File: src/rtl/speed_tick_scheduler_if.sv
// Control/status bundle for speed_tick_scheduler.
// master: game controller (drives start/pause/stop, observes tick/level/period).
// slave:  the scheduler itself.
interface speed_tick_scheduler_if #(
  parameter int unsigned CW = 32
);
  logic          start;
  logic          pause;
  logic          stop;
  logic          tick;
  logic          running;
  logic [7:0]    level;
  logic [CW-1:0] period;

  modport master (
    output start, pause, stop,
    input  tick, running, level, period
  );

  modport slave (
    input  start, pause, stop,
    output tick, running, level, period
  );
endinterface

File: src/rtl/speed_tick_scheduler.sv
// Game-speed tick scheduler: emits a one-cycle clock-enable "tick" every
// `period` sysclk cycles while running. IDLE/RUN/PAUSED FSM, priority
// stop > pause > start. Pause preserves the counter phase.
// Optional difficulty ramp (level counter + shrinking period) is compiled in
// only when macro SPEED_TICK_RAMP_EN is defined; otherwise level is 0 and
// period is the constant PERIOD_INIT.
module speed_tick_scheduler #(
  parameter int unsigned CW              = 32,
  parameter int unsigned PERIOD_INIT     = 1000000,
  parameter int unsigned PERIOD_MIN      = 250000,
  parameter int unsigned PERIOD_STEP     = 50000,
  parameter int unsigned TICKS_PER_LEVEL = 500
) (
  input logic                  sysclk,
  input logic                  rst_n,
  speed_tick_scheduler_if.slave bus
);

  // Reject parameter sets the counter cannot represent.
  if (PERIOD_MIN < 32'd2) begin : g_chk_min
    $error("speed_tick_scheduler: PERIOD_MIN must be >= 2");
  end
  if (PERIOD_INIT < PERIOD_MIN) begin : g_chk_init
    $error("speed_tick_scheduler: PERIOD_INIT must be >= PERIOD_MIN");
  end
  if ((CW < 32'd32) && (PERIOD_INIT >= (32'd1 << CW))) begin : g_chk_cw
    $error("speed_tick_scheduler: PERIOD_INIT does not fit in CW bits");
  end
  if ((CW < 32'd32) && (PERIOD_STEP >= (32'd1 << CW))) begin : g_chk_step
    $error("speed_tick_scheduler: PERIOD_STEP does not fit in CW bits");
  end
  if (TICKS_PER_LEVEL < 32'd1) begin : g_chk_tpl
    $error("speed_tick_scheduler: TICKS_PER_LEVEL must be >= 1");
  end

  localparam logic [CW-1:0] P_INIT = CW'(PERIOD_INIT);

  typedef enum logic [1:0] {
    IDLE   = 2'd0,
    RUN    = 2'd1,
    PAUSED = 2'd2
  } state_t;

  state_t        state_r, state_nx_s;
  logic [CW-1:0] cnt_r, cnt_nx_s;
  logic          tick_r, tick_nx_s;
  logic          running_r;
  logic [CW-1:0] period_cur_s;
  logic          wrap_s;

  // Next-state logic with stop > pause > start priority.
  always_comb begin
    state_nx_s = state_r;
    case (state_r)
      IDLE: begin
        if (bus.stop || bus.pause) state_nx_s = IDLE;
        else if (bus.start)        state_nx_s = RUN;
        else                       state_nx_s = IDLE;
      end
      RUN: begin
        if (bus.stop)       state_nx_s = IDLE;
        else if (bus.pause) state_nx_s = PAUSED;
        else                state_nx_s = RUN;
      end
      PAUSED: begin
        if (bus.stop)        state_nx_s = IDLE;
        else if (bus.pause)  state_nx_s = PAUSED;
        else if (bus.start)  state_nx_s = RUN;
        else                 state_nx_s = PAUSED;
      end
      default: state_nx_s = IDLE;
    endcase
  end

  assign wrap_s = (state_r == RUN) && (cnt_r == (period_cur_s - CW'(1)));

  // Interval counter and tick decision. A wrap that coincides with pause is
  // held at period-1 so the suppressed tick fires on the first RUN cycle.
  always_comb begin
    cnt_nx_s  = cnt_r;
    tick_nx_s = 1'b0;
    if (state_nx_s == IDLE) begin
      cnt_nx_s = '0;
    end else if (state_r == RUN) begin
      if (wrap_s) begin
        if (state_nx_s == RUN) begin
          cnt_nx_s  = '0;
          tick_nx_s = 1'b1;
        end else begin
          cnt_nx_s = cnt_r;
        end
      end else begin
        cnt_nx_s = cnt_r + CW'(1);
      end
    end else begin
      cnt_nx_s = cnt_r;
    end
  end

  // State, counter and registered outputs.
  always_ff @(posedge sysclk or negedge rst_n) begin
    if (!rst_n) begin
      state_r   <= IDLE;
      cnt_r     <= '0;
      tick_r    <= 1'b0;
      running_r <= 1'b0;
    end else begin
      state_r   <= state_nx_s;
      cnt_r     <= cnt_nx_s;
      tick_r    <= tick_nx_s;
      running_r <= (state_nx_s == RUN);
    end
  end

  assign bus.tick    = tick_r;
  assign bus.running = running_r;

`ifdef SPEED_TICK_RAMP_EN
  localparam int unsigned   TW     = $clog2(TICKS_PER_LEVEL + 1);
  localparam logic [TW-1:0] T_LAST = TW'(TICKS_PER_LEVEL - 1);
  localparam logic [CW-1:0] P_MIN  = CW'(PERIOD_MIN);
  localparam logic [CW-1:0] P_STEP = CW'(PERIOD_STEP);

  logic [TW-1:0] tcnt_r, tcnt_nx_s;
  logic [7:0]    level_r, level_nx_s;
  logic [CW-1:0] period_r, period_nx_s;

  // Level-up bookkeeping; the floor test uses period-PERIOD_MIN so no
  // intermediate value can wrap below zero.
  always_comb begin
    tcnt_nx_s   = tcnt_r;
    level_nx_s  = level_r;
    period_nx_s = period_r;
    if (state_nx_s == IDLE) begin
      tcnt_nx_s   = '0;
      level_nx_s  = 8'd0;
      period_nx_s = P_INIT;
    end else if (tick_nx_s) begin
      if (tcnt_r == T_LAST) begin
        tcnt_nx_s  = '0;
        level_nx_s = (level_r == 8'hFF) ? level_r : (level_r + 8'd1);
        if ((period_r - P_MIN) >= P_STEP) period_nx_s = period_r - P_STEP;
        else                              period_nx_s = P_MIN;
      end else begin
        tcnt_nx_s = tcnt_r + TW'(1);
      end
    end else begin
      tcnt_nx_s = tcnt_r;
    end
  end

  // Ramp registers.
  always_ff @(posedge sysclk or negedge rst_n) begin
    if (!rst_n) begin
      tcnt_r   <= '0;
      level_r  <= 8'd0;
      period_r <= P_INIT;
    end else begin
      tcnt_r   <= tcnt_nx_s;
      level_r  <= level_nx_s;
      period_r <= period_nx_s;
    end
  end

  assign period_cur_s = period_r;
  assign bus.level    = level_r;
  assign bus.period   = period_r;
`else
  assign period_cur_s = P_INIT;
  assign bus.level    = 8'd0;
  assign bus.period   = P_INIT;
`endif

endmodule

File: src/flat_wrapper.sv
// flat-port wrapper written by rule: the top's interface ports become plain ports
module speed_tick_scheduler_flat 
#(
  parameter int unsigned CW              = 32,
  parameter int unsigned PERIOD_INIT     = 1000000,
  parameter int unsigned PERIOD_MIN      = 250000,
  parameter int unsigned PERIOD_STEP     = 50000,
  parameter int unsigned TICKS_PER_LEVEL = 500
)
  (sysclk, rst_n, bus_start, bus_pause, bus_stop, bus_tick, bus_running, bus_level, bus_period);
  speed_tick_scheduler_if #(.CW(CW)) bus_i ();
  input logic sysclk;
  input logic rst_n;
  input wire logic [$bits(bus_i.start)-1:0] bus_start;
  input wire logic [$bits(bus_i.pause)-1:0] bus_pause;
  input wire logic [$bits(bus_i.stop)-1:0] bus_stop;
  output wire logic [$bits(bus_i.tick)-1:0] bus_tick;
  output wire logic [$bits(bus_i.running)-1:0] bus_running;
  output wire logic [$bits(bus_i.level)-1:0] bus_level;
  output wire logic [$bits(bus_i.period)-1:0] bus_period;
  assign bus_i.start = bus_start;
  assign bus_i.pause = bus_pause;
  assign bus_i.stop = bus_stop;
  assign bus_tick = bus_i.tick;
  assign bus_running = bus_i.running;
  assign bus_level = bus_i.level;
  assign bus_period = bus_i.period;
  speed_tick_scheduler #(.CW(CW), .PERIOD_INIT(PERIOD_INIT), .PERIOD_MIN(PERIOD_MIN), .PERIOD_STEP(PERIOD_STEP), .TICKS_PER_LEVEL(TICKS_PER_LEVEL)) u_core (.sysclk(sysclk), .rst_n(rst_n), .bus(bus_i));
endmodule
File: config.mk
export PLATFORM = sky130hd
export DESIGN_NAME = speed_tick_scheduler_flat
export DESIGN_NICKNAME = d
export VERILOG_FILES = /design/src/rtl/speed_tick_scheduler_if.sv /design/src/rtl/speed_tick_scheduler.sv /design/src/flat_wrapper.sv
export SDC_FILE = /design/constraint.sdc
export NUM_CORES = 1
export LEC_CHECK = 0
export BUFFER_PORTS_ARGS = -buffer_cell sky130_fd_sc_hd__buf_2
export CAP_MARGIN = 20
export CELL_PAD_IN_SITES_DETAIL_PLACEMENT = 1
export CELL_PAD_IN_SITES_GLOBAL_PLACEMENT = 2
export CORE_ASPECT_RATIO = 0.9
export CORE_MARGIN = 4
export CORE_UTILIZATION = 33
export DETAILED_ROUTE_END_ITERATION = 7
export GPL_TIMING_DRIVEN = 0
export PLACE_DENSITY = 0.78
export SYNTH_ARGS = -nofsm -noshare
export SYNTH_HDL_FRONTEND = slang
export SYNTH_SLANG_ARGS = --single-unit
export TNS_END_PERCENT = 50
File: constraint.sdc
create_clock -name sysclk -period 3.1 [get_ports sysclk]
set_clock_uncertainty 0.2 [all_clocks]
set_input_delay 0.31 -clock sysclk [delete_from_list [all_inputs] [get_ports sysclk]]
set_output_delay 0.31 -clock sysclk [all_outputs]
set_load 0.01 [all_outputs]
==> impl.org, run 1 <==
** Outcome
- Outcome :: complete, no violations

** Global routing
- Global-route wire length before repair :: 13600 um
- Maximum number of pins on one net before global-route repair :: 37
- Via count of the first global-routing pass :: 2557
- Overall routing resource usage :: 0.187
- Global routing finished with a remaining overflow of 0.
- The initial antenna violation count is 0.

** Cells and area
- Measured on the finished design, the core utilization comes to 0.390.
- # fillers :: roughly 940
- Final net count :: 362
- Combined flip-flop and latch cell area :: 901 um2
- Fraction of layout instances using a drive strength above 1 :: 0.208
- Antenna cells :: 0
- Commonest cells after routing, fill and taps aside :: sky130_fd_sc_hd__buf_4 (40), sky130_fd_sc_hd__conb_1 (40), sky130_fd_sc_hd__a31oi_1 (37)
- Relative to the synthesized area, the layout overhead comes to 14.8%.
- Area used by multi-input combinational logic :: roughly 1400 um2

** Floorplan
- After floorplanning, the core was divided into 30 placement rows.
- Initial standard-cell utilization of the core :: 0.340
- Chip height :: 91.6 um
- Core area :: approximately 7500 um2
- Measured along the x axis, the die boundary spans roughly 100 um.
- Number of I/O pins :: 47
- Die ar. :: ~9200 um2

** Timing
- Of the available clock period, the critical path in the final layout requires 0.910.
- Setup repair after global routing left no endpoint under its margin.
- Counting I/O delays and the setup requirement, the final critical path takes 2820 ps.
- Rel. slew slack :: 0.266
- The number of hold violations in the final report came to 0.
- Maximum clock frequency :: 354 MHz
- The max-slew violation total from the final report was 0.
- Summed over all failing endpoints, the final setup total negative slack is 0 ps.
- Setup violations remaining at the end of the flow were counted as 0.
- Worst Max-Slew Pin Slew :: 1090 ps

** Yosys
- Sequential element share of the synthesized area :: 0.352
- Top cells by area in the synthesized netlist :: sky130_fd_sc_hd__dfrtp_1 (35%), sky130_fd_sc_hd__buf_4 (12%), sky130_fd_sc_hd__a31oi_1 (9.0%)
- Cells after synthesis :: 304
- For this run, the leading register cell type out of synthesis is sky130_fd_sc_hd__dfrtp_1.
- The synthesized design contains 0 enable-type register cells.
- Post-synthesis area per instance :: roughly 8.4 um2
- Counting flops with an async set or reset pin after synthesis yields a share of 1.00.
- Of the post-synthesis cell area, the dominant cell type holds 0.352.
- Register bit count reported by yosys :: 36
- After synthesis the cells add up to 2560 um2.
- Number of warnings reported in the yosys synthesis log :: 0
- Cell taking the most area after synthesis :: sky130_fd_sc_hd__dfrtp_1
- The number of different library cells used by synthesis comes to 46.

** Worst setup path
- In this run the register-to-register setup slack is roughly 280 ps.
- Largest fanout on the critical path :: 10
- The worst setup path is launched from a flip-flop.
- The worst register-to-register path begins at u_core.cnt_r[27]$_DFFE_PN0P_.
- Destination of the worst register-to-register timing path :: u_core.cnt_r[24]$_DFFE_PN0P_
- Worst reg-to-reg path cell count :: 8
- Crit path from :: u_core.cnt_r[27]$_DFFE_PN0P_
- Crit path to :: u_core.cnt_r[24]$_DFFE_PN0P_
- For the worst setup path, the data required time is between 3000 and 4000 ps.
- Critical path type :: reg -> reg
- Critical Path AT :: 2780 ps
- STA classifies the critical path endpoint as a flip-flop.

** CTS
- The H-tree was split into 2 levels.
- After clock tree synthesis, the flow added hold-fix buffers numbering 1.
- No sink is reached through more buffers than the 2 on the longest clock path.
- For this design, the sink count on the clock tree is 36.
- Cells resized by post-CTS repair :: 0
- TritonCTS built the clock tree.
- In this run, CTS created clock tree buffers numbering 5.
- Buffer type at the clock tree root :: sky130_fd_sc_hd__clkbuf_8
- Buffers added to address setup during post-CTS repair amount to 0.
- CTS clock-pin slew for the worst setup and hold paths :: about 70 ps
- Source-to-sink clock delay at the later pin of the worst-skew pair :: 300 ps

** Drt
- In the routed layout, each cell is associated on average with a via count of ~5.6.
- Routed vias :: 2524
- Number of nets with antenna violations after detailed routing :: 0
- After the first detailed-routing iteration, the DRC count stood at 117.
- Dividing the detail-routed wire length by the instance count gives 18.4 um.
- For this run, design rule violations remaining after detail routing come to 0.
- Routed wire length :: 8310 um
- The first detailed-routing pass ran for 4 iterations.

** Worst hold path
- Source of the worst hold timing path :: bus_pause
- Worst hold path class :: in -> reg
- The worst hold path passes through 2 cells.

** Place
- Weighted congestion reported at the end of routability-driven placement :: 0.822
- Input and output buffers added on the ports amount to 6.
- Post-DP HPWL :: 5880 um

** Power and ir drop
- Power spread over the standard cell area amounts to 317 nW/um2.
- Summed over all cells, the static leakage comes to 1.28 nW.
- Peak supply drop :: between 0.1 and 0.15 mV

** Flow run
- Across the run, the number of max-cap violations was 0.
power breakdown:
group	switching, mW	internal [mW]
Sequential	0.00172	0.471
Combinational	0.0762	0.0491
Clock	0.182	0.153
worst min path at each step:
stage	end
after floorplan	u_core.bus.running$_DFF_PN0_
after detailed placement	u_core.state_r[0]$_DFF_PN0_
after CTS	u_core.state_r[0]$_DFF_PN0_
after global placement	u_core.bus.running$_DFF_PN0_
after global routing	u_core.bus.running$_DFF_PN0_
final	u_core.bus.running$_DFF_PN0_
layer usage:
metal,wire length [um],part of all wire,global-route usage,vias to the layer above
met1,3720,0.45,0.270,1250
met2,3910,0.47,0.279,86
li1,-,-,-,1173
met4,157,0.019,0.0595,0
met3,516,0.062,0.0338,15
met5,0,0,0,-
through the flow:
step | power, mW | area [um2] | std cells | setup slack, ps | hold WS [ps]
2_1_floorplan | 0.573 | 2710 | 342 | 740 | -186
3_3_place_gp | 0.603 | 2860 | 444 | 380 | 282
3_5_place_dp | 0.604 | 2860 | 444 | 328 | 276
4_1_cts | 0.940 | 2940 | 452 | 311 | 27.6
5_1_grt | 0.977 | 2940 | 452 | 128 | 41.8
6_report | 0.934 | 2940 | 452 | 279 | 36.7
sequential cells by signal, summed over array words and instances (netlist names):
signal and count:
u_core.cnt_r 32, u_core.state_r 2, u_core.bus.running 1, u_core.bus.tick 1
synth_stat cells, drive strengths merged (2+ instances only):
| cell | instances |
|---|---|
| inv | 5 |
| nand2 | 16 |
| or2 | 5 |
| nor2b | 2 |
| and4 | 8 |
| nand3 | 25 |
| o21ai | 12 |
| nor3 | 11 |
| nor4 | 7 |
| conb | 2 |
| o211ai | 9 |
| a31oi | 37 |
| and2 | 2 |
| a41oi | 3 |
| or4b | 4 |
| nor2 | 9 |
| a21oi | 2 |
| clkbuf | 14 |
| or3b | 4 |
| nor4b | 2 |
| o31ai | 2 |
| dfrtp | 36 |
| nand4 | 14 |
| and3 | 10 |
| buf | 49 |
layout make-up:
cell class,count,area share
clock inverter,1,0.00170
timing repair buffer,7,0.0136
sequential,36,0.306
clock buffer,6,0.0247
inverter,5,0.00638
multi-input combinational,238,0.470
buffer,63,0.137
tap,96,0.0408
cell families (layout without fill, tap and decap cells):
group / after synthesis / in the layout / synth area share
XOR/XNOR: 1 / 1 / 0.00342
adder cells (fa/ha/maj): 1 / 1 / 0.00488
AND/OR/NAND/NOR: 126 / 126 / 0.294
flip-flops: 36 / 36 / 0.352
AO/OA/AOI/OAI: 70 / 70 / 0.178
buffers and inverters: 68 / 82 / 0.165
other: 2 / 40 / 0.00293
worst max-delay path: stages (launching register included):
cell and delay, ps:
sky130_fd_sc_hd__dfrtp_1 450, sky130_fd_sc_hd__nor4_1 430, sky130_fd_sc_hd__nand4_1 180, sky130_fd_sc_hd__or4_1 550, sky130_fd_sc_hd__buf_2 200, sky130_fd_sc_hd__buf_6 160, sky130_fd_sc_hd__buf_2 200, sky130_fd_sc_hd__a41oi_1 250
sky130_fd_sc_hd__a31oi_1 60
(Power assumes the default switching activity.)
==> inputs of run 2 (changes only) <==
- MAX_ROUTING_LAYER: unset -> met4
==> impl.org, run 2 (same netlist as run 1, synthesis figures left out) <==
** Global routing
- Global-route wire length before repair :: 13600 um (about the same)
- Most used routing layer in global routing :: met2
- Number of antenna violations at the first check in global routing :: 0 (unchanged)
- The largest net degree at the start of global routing is 37 (unchanged).
- The met3 demand-to-capacity share in global routing was 0.0338 (unchanged).
- The total track usage was 0.192 (+0.00529).
- The met2 usage in global routing was 0.281 (+0.00219).
- The number of global-route vias before repair was 2561 (+0.16%).
- The routing usage on met1 came to 0.268 (-0.00141).
- The remaining global-route overflow was 0 (unchanged).

** Cells and area
- Top register by number of flip-flops :: u_core.cnt_r
- Layout area overhead :: 14.8% (unchanged)
- The combined area of the multi-input logic cells came to 1380 um2 (unchanged).
- The fill cell instance count of the final layout was 935 (unchanged).
- Fin util :: 0.390 (unchanged)
- Fraction of layout instances using a drive strength above 1 :: 0.208 (unchanged)
- Final net count :: 362 (unchanged)
- Antenna cells :: 0 (unchanged)
- The flip-flop count of the largest register, all copies and words added is 32 (unchanged).
- Combined flip-flop and latch cell area :: 901 um2 (unchanged)
- In the final layout, the registers with the most flip-flops are u_core.cnt_r (32), u_core.state_r (2).
- The library cells used most frequently in the layout, excluding fill and tap cells, are sky130_fd_sc_hd__buf_4 (40), sky130_fd_sc_hd__conb_1 (40), sky130_fd_sc_hd__a31oi_1 (37).

** Drt
- The per-cell routed wire length is 18.6 um (+1.2%).
- The detailed-route DRC error count was 0 (unchanged).
- The via count of the routed design came to 2559 (+1.4%).
- 1st-pass router iterations :: 4 (unchanged)
- The detailed-route wire length came to 8410 um (+1.2%).
- The per-cell via count in the routed design was 5.66 (+1.4%).
- The number of routed nets with antenna violations is 0 (unchanged).
- Number of design-rule violations left by the first detailed-router iteration :: 149 (+27%)

** Floorplan
- The die area is 9240 um2 (unchanged).
- The site row count is 30 (unchanged).
- The placeable core area came to 7540 um2 (unchanged).
- Number of I/O pins :: 47 (unchanged)
- Initial standard-cell utilization of the core :: 0.340 (unchanged)
- Chip height :: 91.6 um (unchanged)
- The die span in x is 101 um (unchanged).

** Worst setup path
- Largest stage delay on the critical path :: 540 ps (about the same)
- The data arrival time of the critical path is 2780 ps (about the same).
- The number of buffer and inverter stages on the critical path is 3 (unchanged).
- Cell family with most CP delay :: simple AND/OR/NAND/NOR gates
- The critical path goes through nor4_1 -> nand4_1 -> or4_1 -> buf_2 -> buf_6 -> buf_2 -> a41oi_1 -> a31oi_1.
- The worst setup path is captured at a flip-flop.
- Among all stages on the critical path, the largest delay is contributed by sky130_fd_sc_hd__or4_1.
- Crit-path most repeated cell :: sky130_fd_sc_hd__buf_2
- The required time at the worst-slack endpoint was 3050 ps (about the same).
- The critical-path maximum fanout is 10 (unchanged).
- By startpoint and endpoint, the worst setup path is classified as reg -> reg.
- The worst setup path is launched from a flip-flop.

** Timing
- Setup tns final :: 0 ps (unchanged)
- The max-slew violation total from the final report was 0 (unchanged).
- Final period demand of the worst path :: 2820 ps (+2.49 ps)
- Number of failing setup endpoints in the final timing report :: 0 (unchanged)
- Maximum clock frequency :: 354 MHz (about the same)
- Setup repair after global routing missed its margin :: false
- The relative slew slack is 0.251 (-0.0146).
- Part of the cycle the worst path needs :: 0.911 (about the same)
- The number of hold violations in the final report is 0 (unchanged).
- Worst Max-Slew Pin Slew :: 1110 ps (+21.8 ps)

** Flow run
- The number of violations of the max-capacitance limit was 0 (unchanged).

** CTS
- Cells resized by post-CTS repair :: 0 (unchanged)
- The total number of clock tree sinks was 36 (unchanged).
- H-tree levels :: 2 (unchanged)
- CTS tree :: yes
- Clock buffers created by TritonCTS :: 5 (unchanged)
- The number of buffers between clock root and the deepest sink is 2 (unchanged).
- Number of buffers inserted for hold repair after clock tree synthesis :: 1 (unchanged)
- Setup bufs post-CTS :: 0 (unchanged)
- The clock latency on the worst-skew pair is 300 ps (about the same).
- Clock tree synthesis selected as its root buffer the cell sky130_fd_sc_hd__clkbuf_8.
- CTS clock-pin slew for the worst setup and hold paths :: 70 ps (about the same)

** Place
- The HPWL reported at the end of detailed placement was 5880 um (unchanged).
- The weighted congestion at the end of routability-driven global placement came to 0.834 (+1.5%).
- Count of buffers inserted at the top-level ports :: 6 (unchanged)

** Power and ir drop
- Lkg Pwr :: 1.28 nW (unchanged)
- The highest ir drop seen on vdd was 0.121 mV (+2.4%).
- Power per Cell Area :: 318 nW/um2 (+0.39%)

** Worst hold path
- Worst hold path class :: in -> reg

** Outcome
- Outcome :: complete, no violations
## run 2: cell counts in the layout (fill, tap and decap cells not counted)
Identical to the previous run, type by type.
## run 2: final cells by class
class                      count  share of cell area
multi-input combinational    238               0.470
sequential                    36               0.306
buffer                        63               0.137
tap                           96              0.0408
clock buffer                   6              0.0247
timing repair buffer           7              0.0136
inverter                       5             0.00638
clock inverter                 1             0.00170
## run 2: layer usage
| layer | vias to the layer above | share of wire |
|---|---|---|
| met5 | - | 0 |
| met4 | 0 | 0.019 |
| met3 | 16 | 0.064 |
| met2 | 94 | 0.45 |
| met1 | 1271 | 0.47 |
| li1 | 1178 | - |
## run 2: worst reg2reg max path, stage by stage (launching register included)
cell and delay (ps):
sky130_fd_sc_hd__dfrtp_1 450, sky130_fd_sc_hd__nor4_1 440, sky130_fd_sc_hd__nand4_1 180, sky130_fd_sc_hd__or4_1 540, sky130_fd_sc_hd__buf_2 200, sky130_fd_sc_hd__buf_6 160, sky130_fd_sc_hd__buf_2 200, sky130_fd_sc_hd__a41oi_1 250
sky130_fd_sc_hd__a31oi_1 60
## run 2: final timing paths
check                                        startpoint                      endpoint  slack [ps]  cells past startpoint
setup / recovery           u_core.cnt_r[27]$_DFFE_PN0P_  u_core.cnt_r[24]$_DFFE_PN0P_         280                      8
hold / removal                                bus_pause  u_core.bus.running$_DFF_PN0_          30                      2
setup reg to reg           u_core.cnt_r[27]$_DFFE_PN0P_  u_core.cnt_r[24]$_DFFE_PN0P_         280                      8
hold reg to reg            u_core.cnt_r[26]$_DFFE_PN0P_  u_core.cnt_r[26]$_DFFE_PN0P_         320                      1
max in group asynchronous                         rst_n  u_core.cnt_r[28]$_DFFE_PN0P_        1670                      2
min in group asynchronous                         rst_n  u_core.cnt_r[11]$_DFFE_PN0P_         480                      2
## run 2: where the power goes
part	internal (mW)	leakage, nW	total (mW)	switching (mW)
logic	0.0491	0.736	0.126	0.0769
clock network	0.153	0.0410	0.338	0.185
registers	0.471	0.502	0.473	0.00173
## run 2: through the flow
stage               area, um2  total power [mW]  setup slack, ps  hold slack [ps]  std cells
floorplan                2710             0.573              740             -186        342
global route             2940             0.976              131             41.8        452
CTS                      2940             0.940              311             27.6        452
detailed placement       2860             0.604              328              276        444
finish                   2940             0.937              276             34.7        452
global placement         2860             0.603              380              282        444
